<file path="src/rtl/keypad_pkg.sv">
// Shared types and constants for the 4x4 hex keypad scanner and its display twin.
package keypad_pkg;

  typedef enum logic [1:0] {
    ST_SCAN     = 2'd0,
    ST_DEBOUNCE = 2'd1,
    ST_PRESSED  = 2'd2,
    ST_RELEASE  = 2'd3
  } kp_state_e;

  // One-cold strobe start pattern, identical to the display ground pattern.
  localparam logic [3:0] ROW_RESET = 4'b1110;

  localparam logic [3:0] KEYMAP [4][4] = '{
    '{4'h1, 4'h2, 4'h3, 4'hA},
    '{4'h4, 4'h5, 4'h6, 4'hB},
    '{4'h7, 4'h8, 4'h9, 4'hC},
    '{4'hE, 4'h0, 4'hF, 4'hD}
  };

  // Position of the lowest zero bit in an active-low 4-bit vector.
  function automatic logic [1:0] low_index(input logic [3:0] v);
    if (!v[0])      low_index = 2'd0;
    else if (!v[1]) low_index = 2'd1;
    else if (!v[2]) low_index = 2'd2;
    else            low_index = 2'd3;
  endfunction

endpackage

</file>
<file path="src/rtl/scan_tick_gen.sv">
// Free-running power-of-two divider emitting a one-cycle tick when all-ones.
module scan_tick_gen #(
  parameter int unsigned DIV_BITS = 15
) (
  input  logic clk,
  input  logic rst,
  output logic tick_c
);

  logic [DIV_BITS-1:0] cnt_q;
  logic [DIV_BITS-1:0] cnt_d;

  always_comb begin
    cnt_d = cnt_q + DIV_BITS'(1);
  end

  always_ff @(posedge clk) begin
    if (rst) cnt_q <= '0;
    else     cnt_q <= cnt_d;
  end

  assign tick_c = &cnt_q;

endmodule

</file>
<file path="src/rtl/keypad_scanner.sv">
// 4x4 keypad row scanner with debounce, valid/ready key delivery and a
// four-digit history register for the 7-segment display.
module keypad_scanner
  import keypad_pkg::*;
#(
  parameter int unsigned SCAN_DIV_BITS  = 15,
  parameter int unsigned DEBOUNCE_SCANS = 4
) (
  input  logic        clk,
  input  logic        rst,
  output logic [3:0]  rows,
  input  logic [3:0]  cols,
  output logic [3:0]  key_code,
  output logic        key_valid,
  input  logic        key_ready,
  output logic        key_down,
  output logic        overrun,
  output logic [15:0] digits
);

  localparam int unsigned CNT_W = $clog2(DEBOUNCE_SCANS + 1);

  logic            tick_c;
  logic [3:0]      cols_m_q, cols_s_q;
  kp_state_e       state_q, state_d;
  logic [3:0]      rows_q, rows_d;
  logic [1:0]      cand_q, cand_d;
  logic [CNT_W-1:0] cnt_q, cnt_d, cnt_inc_c;
  logic [3:0]      key_code_q, key_code_d;
  logic            key_valid_q, key_valid_d;
  logic            key_down_q, key_down_d;
  logic            overrun_q, overrun_d;
  logic [15:0]     digits_q, digits_d;
  logic            single_c, accept_c, deb_done_c;
  logic [1:0]      col_c, row_c;
  logic [3:0]      code_c;

  scan_tick_gen #(.DIV_BITS(SCAN_DIV_BITS)) u_tick (
    .clk    (clk),
    .rst    (rst),
    .tick_c (tick_c)
  );

  // Ghosted samples (two or more columns low) decode as "no key".
  assign single_c   = $onehot(~cols_s_q);
  assign col_c      = low_index(cols_s_q);
  assign row_c      = low_index(rows_q);
  assign code_c     = KEYMAP[row_c][cand_q];
  assign cnt_inc_c  = cnt_q + CNT_W'(1);
  assign deb_done_c = (cnt_inc_c == CNT_W'(DEBOUNCE_SCANS));

  always_comb begin
    state_d     = state_q;
    rows_d      = rows_q;
    cand_d      = cand_q;
    cnt_d       = cnt_q;
    key_code_d  = key_code_q;
    key_valid_d = key_valid_q & ~key_ready;
    key_down_d  = key_down_q;
    overrun_d   = 1'b0;
    digits_d    = digits_q;
    accept_c    = 1'b0;

    if (tick_c) begin
      case (state_q)
        ST_SCAN: begin
          if (single_c) begin
            cand_d  = col_c;
            cnt_d   = CNT_W'(1);
            state_d = ST_DEBOUNCE;
          end else begin
            rows_d = {rows_q[2:0], rows_q[3]};
          end
        end
        ST_DEBOUNCE: begin
          if (single_c && (col_c == cand_q)) begin
            cnt_d = cnt_inc_c;
            if (deb_done_c) begin
              accept_c   = 1'b1;
              key_down_d = 1'b1;
              state_d    = ST_PRESSED;
            end
          end else begin
            state_d = ST_SCAN;
          end
        end
        ST_PRESSED: begin
          if (!single_c) begin
            cnt_d   = CNT_W'(1);
            state_d = ST_RELEASE;
          end
        end
        ST_RELEASE: begin
          if (!single_c) begin
            cnt_d = cnt_inc_c;
            if (deb_done_c) begin
              key_down_d = 1'b0;
              state_d    = ST_SCAN;
            end
          end else begin
            state_d = ST_PRESSED;
          end
        end
        default: state_d = ST_SCAN;
      endcase
    end

    // History always records the key; delivery only if the slot is free.
    if (accept_c) begin
      digits_d = {digits_q[11:0], code_c};
      if (!key_valid_q || key_ready) begin
        key_code_d  = code_c;
        key_valid_d = 1'b1;
      end else begin
        overrun_d = 1'b1;
      end
    end
  end

  always_ff @(posedge clk) begin
    if (rst) begin
      cols_m_q    <= 4'hF;
      cols_s_q    <= 4'hF;
      state_q     <= ST_SCAN;
      rows_q      <= ROW_RESET;
      cand_q      <= 2'd0;
      cnt_q       <= '0;
      key_code_q  <= 4'h0;
      key_valid_q <= 1'b0;
      key_down_q  <= 1'b0;
      overrun_q   <= 1'b0;
      digits_q    <= 16'h0000;
    end else begin
      cols_m_q    <= cols;
      cols_s_q    <= cols_m_q;
      state_q     <= state_d;
      rows_q      <= rows_d;
      cand_q      <= cand_d;
      cnt_q       <= cnt_d;
      key_code_q  <= key_code_d;
      key_valid_q <= key_valid_d;
      key_down_q  <= key_down_d;
      overrun_q   <= overrun_d;
      digits_q    <= digits_d;
    end
  end

  assign rows      = rows_q;
  assign key_code  = key_code_q;
  assign key_valid = key_valid_q;
  assign key_down  = key_down_q;
  assign overrun   = overrun_q;
  assign digits    = digits_q;

endmodule

</file>
<file path="config.mk">
export PLATFORM = sky130hd
export DESIGN_NAME = keypad_scanner
export DESIGN_NICKNAME = d
export VERILOG_FILES = /design/src/rtl/keypad_pkg.sv /design/src/rtl/scan_tick_gen.sv /design/src/rtl/keypad_scanner.sv
export SDC_FILE = /design/constraint.sdc
export NUM_CORES = 1
export LEC_CHECK = 0
export BUFFER_PORTS_ARGS = -buffer_cell sky130_fd_sc_hd__buf_2
export CAP_MARGIN = 5
export CELL_PAD_IN_SITES_DETAIL_PLACEMENT = 0
export CELL_PAD_IN_SITES_GLOBAL_PLACEMENT = 1
export CORE_UTILIZATION = 45
export CTS_BUF_LIST = sky130_fd_sc_hd__clkbuf_8
export CTS_CLUSTER_SIZE = 8
export DETAILED_ROUTE_END_ITERATION = 12
export PLACE_DENSITY_LB_ADDON = 0.1
export SLEW_MARGIN = 10
export SYNTH_ARGS = -nofsm -noshare
export SYNTH_HDL_FRONTEND = slang
export SYNTH_SLANG_ARGS = --single-unit
export TNS_END_PERCENT = 30
</file>
<file path="constraint.sdc">
create_clock -name clk -period 3.25 [get_ports clk]
set_input_delay 0.1625 -clock clk [delete_from_list [all_inputs] [get_ports clk]]
set_output_delay 0.1625 -clock clk [all_outputs]
set_load 0.1 [all_outputs]
</file>
==> metrics.md <==
| Metric | Value |
|---|---|
| Result of the run | `finished, final reports clean` |
| FP Rows | `27` |
| First-pass GRT wire length | `8907 um` |
| GRT Overall Usage | `18.87%` |
| Post-CTS Setup Inserts | `0` |
| Start point of the worst hold path | `cols[1]` |
| Area share of the largest cell type after synthesis | `around 45%` |
| Remaining DRCs | `0` |
| Number of failing setup endpoints in the final timing report | `0` |
| Syn nets | `304` |
| Yosys warning count | `0` |
| Most frequent cells after synthesis | `sky130_fd_sc_hd__dfxtp_1, sky130_fd_sc_hd__a21oi_1, sky130_fd_sc_hd__nand3_1` |
| Via count of the first global-routing pass | `1911` |
| Drt via density | `about 5.3` |
| Cell type of the slowest stage on the worst timing path | `sky130_fd_sc_hd__fa_1` |
| Number of iterations in the first detailed-routing pass | `4` |
| Depth of the CTS H-tree | `3` |
| Largest area contributor in the synthesized netlist | `sky130_fd_sc_hd__dfxtp_1` |
| Die Height | `77.41 um` |
| RSZ-0062 raised after global routing | `no` |
| Cell with the most instances after synthesis | `sky130_fd_sc_hd__dfxtp_1` |
| Share of async-settable or async-resettable flops after synthesis | `0%` |
| Pin count of the biggest net entering global routing | `61` |
| Net total in the final layout | `337` |
| Timing-limited maximum frequency | `336.1 MHz` |
| Class of the most critical setup path | `reg2reg` |
| Leakage power figure | `1.171 nW` |
| Syn Area/Cell | `between 8 and 9 sq um` |
| Final critical path time including I/O delays and setup | `2.975 ns` |
| Total congestion overflow after global routing | `0` |
| EDFF count, synth | `0` |
| Sum of internal, switching and leakage power | `roughly 1.5 mW` |
| Period utilization | `between 90% and 100%` |
| Area occupied by registers | `1141 sq um` |
| Die X-Extent | `77.41 um` |
| Area occupied by multi-input gates | `1318 sq um` |
| Dpl cell area | `2766 sq um` |
| Most frequent cell on the critical path | `sky130_fd_sc_hd__ha_1` |
| Max-cap violations | `0` |
| Largest voltage drop on the vdd net | `0.4224 mV` |
| CTS Buffer Depth | `2` |
| Slowest stage delay, CP | `0.54 ns` |
| Total core area | `5507 sq um` |
| Number of antenna violations at the first check in global routing | `0` |
| Detailed router's first-iteration violation count | `108` |
| Remaining number of nets flagged by the antenna check after routing | `0` |
| Antenna cell count | `0` |
| Worst Hold Class | `in2reg` |
| Placed Cells | `382` |
| PwrDens | `slightly below 500 nW/um^2` |
| Share of post-route cells with drive strength above 1 | `~21%` |
| Cell types with the largest area share after synthesis | `sky130_fd_sc_hd__dfxtp_1, sky130_fd_sc_hd__a21oi_1, sky130_fd_sc_hd__nand3_1` |
| Largest fanout on the critical path | `12` |
| Primary flip-flop cell chosen by synthesis mapping | `sky130_fd_sc_hd__dfxtp_1` |
| Worst-path clk slew | `0.06 ns` |
| CTS sink count | `57` |
| Initial cell density of the core | `46.47%` |
| Combined buffer and inverter count along the critical path | `1` |
| Crit-path cells | `fa_1, inv_1, ha_1, ha_1, nor3b_4, and4_4, and3_4, a2111o_1, mux2_4` |
| Count of distinct cell types in the synthesized netlist | `44` |
| IO Port Bufs | `33` |
| Total standard cell area after synthesis | `2559 sq um` |
| Required arrival time at the worst endpoint | `3.47 ns` |
| Number of filler instances in the final layout | `530` |
| Wirelength per Cell | `12.90 um` |
| TritonCTS Buffers | `9` |
| I/O pin total | `34` |
| Hpwl dp | `3380 um` |
| Sequential element share of the synthesized area | `44.60%` |
| Critical path startpoint | `cols_s_q[0]` |
| Finished Cell Area | `between 3000 and 4000 sq um` |
| Final max-slew violation count | `0` |
| Number of instances in the synthesized netlist | `290` |
| Cell type group with the largest total delay on the critical path | `adder cells` |
| Relative slew slack | `31.54%` |
| Worst-Skew Late Latency | `0.33 ns` |
| #FFs+latches synth | `57` |
| Total Wirelength | `approximately 5100 um` |
| Startpoint kind of the worst setup timing path | `register` |
| Crit end category | `register` |
| Die area | `between 5000 and 6000 sq um` |
| Clock root buffer | `sky130_fd_sc_hd__clkbuf_8` |
| Final estimated routing congestion in global placement | `0.8241` |
| Total Negative Setup Slacks | `0 ns` |
| Arrival @ worst endpoint | `3.20 ns` |
| Clock tree from TritonCTS | `yes` |
| Area delta synth->final | `17.26%` |
| Hold Violations, Final | `0` |
| Slew at the pin with the worst max-slew slack | `1.027 ns` |
| Number of vias after detailed routing | `2115` |
| Final instance count without filler cells | `399` |
| Reg2Reg Launch Point | `cols_s_q[0]` |
| Max Clock Skew | `0.009111 ns` |
[registers in the layout (all words and copies together), names as in the netlist]
| name | count |
|---|---|
| cols_s_q | 4 |
| u_tick.cnt_q | 15 |
| overrun | 1 |
| key_code | 4 |
| rows | 4 |
| digits | 16 |
| key_down | 1 |
| cols_m_q | 4 |
| key_valid | 1 |
| cnt_q | 3 |
| cand_q | 2 |
| state_q | 2 |
[routing by layer]
metal  up-vias  GRT usage, %  wire length [um]
li1       1100             -                 -
met1       968         26.03              2702
met2        37         27.35              2165
met3        10         5.765               205
met4         0         7.358                76
met5         -             0                 0
[layout make-up]
class / instances / share of cell area [%]
multi-input combinational: 210 / 43.91
sequential: 57 / 38.03
timing repair buffer: 39 / 7.173
clock buffer: 13 / 5.963
tap: 72 / 3.002
clock inverter: 2 / 1.168
inverter: 6 / 0.7506
[cell families after synthesis]
family | count (synthesis) | synth area share, %
buffers and inverters | 23 | 3.912
adder cells (fa/ha/maj) | 7 | 3.716
AND/OR/NAND/NOR | 110 | 24.21
XOR/XNOR | 15 | 5.135
multiplexers | 4 | 1.760
flip-flops | 57 | 44.60
AO/OA/AOI/OAI | 74 | 16.68
[stage by stage]
step	util (%)	hold WS, ns	worst slack (ns)
floorplan	-	0.2663	0.4133
global placement	50.24	0.3455	0.3219
detailed placement	50.24	0.3465	0.2958
CTS	54.31	0.001303	0.2668
global route	54.49	0.0005989	0.1377
finish	54.49	0.01823	0.2745
[final timing paths]
path,to,cells past startpoint,slack [ns]
worst max register to register,state_q[0],9,0.27
worst max-delay path,state_q[0],9,0.27
worst min-delay path,cols_m_q[1],2,0.02
worst min register to register,cols_s_q[1],1,0.41
[cells in the final DEF, fill, tap and decap left out, types with 2 or more instances in the layout]
cell	synthesis	final
sky130_fd_sc_hd__a31oi_1	2	2
sky130_fd_sc_hd__buf_4	1	4
sky130_fd_sc_hd__mux2i_1	3	3
sky130_fd_sc_hd__or3_1	4	4
sky130_fd_sc_hd__dlygate4sd3_1	0	2
sky130_fd_sc_hd__or2_2	8	8
sky130_fd_sc_hd__nor2b_1	9	9
sky130_fd_sc_hd__nor2_1	19	19
sky130_fd_sc_hd__nand2_1	12	12
sky130_fd_sc_hd__inv_1	5	5
sky130_fd_sc_hd__and4_1	2	2
sky130_fd_sc_hd__o31ai_1	3	3
sky130_fd_sc_hd__nand3_1	25	25
sky130_fd_sc_hd__buf_2	8	33
sky130_fd_sc_hd__o21ai_1	18	18
sky130_fd_sc_hd__a211o_1	4	4
sky130_fd_sc_hd__dfxtp_1	57	57
sky130_fd_sc_hd__nand2b_1	4	4
sky130_fd_sc_hd__xor2_1	8	8
sky130_fd_sc_hd__o21ai_0	10	10
sky130_fd_sc_hd__and2_1	2	2
sky130_fd_sc_hd__clkbuf_8	0	13
sky130_fd_sc_hd__a21oi_1	29	29
sky130_fd_sc_hd__nor3_1	6	6
sky130_fd_sc_hd__xnor2_1	7	7
sky130_fd_sc_hd__nand4_1	8	8
sky130_fd_sc_hd__a311o_1	2	2
sky130_fd_sc_hd__ha_1	6	6
sky130_fd_sc_hd__and3_1	4	4
[worst register-to-register path, delay by kind of cell, from the launching register on]
family,cells,cell delay (ns)
flip-flops,1,0.36
multiplexers,1,0.30
adder cells (fa/ha/maj),3,1.03
AND/OR/NAND/NOR,3,0.93
buffers and inverters,1,0.04
AO/OA/AOI/OAI,1,0.20
[power by group]
part	internal, mW	total (mW)	switching [mW]
clock	0.432	0.698	0.266
sequential	0.706	0.711	0.00419
combinational	0.0215	0.0501	0.0286
total	1.16	1.46	0.299
[timing repair]
item | in CTS | in global routing
endpoints found under the setup margin | 0 | 0
hold endpoints to repair | 1 | 1
resized for setup | 0 | 0
hold buffers | 1 | 1
No activity file was read; power rests on OpenSTA's default activity.
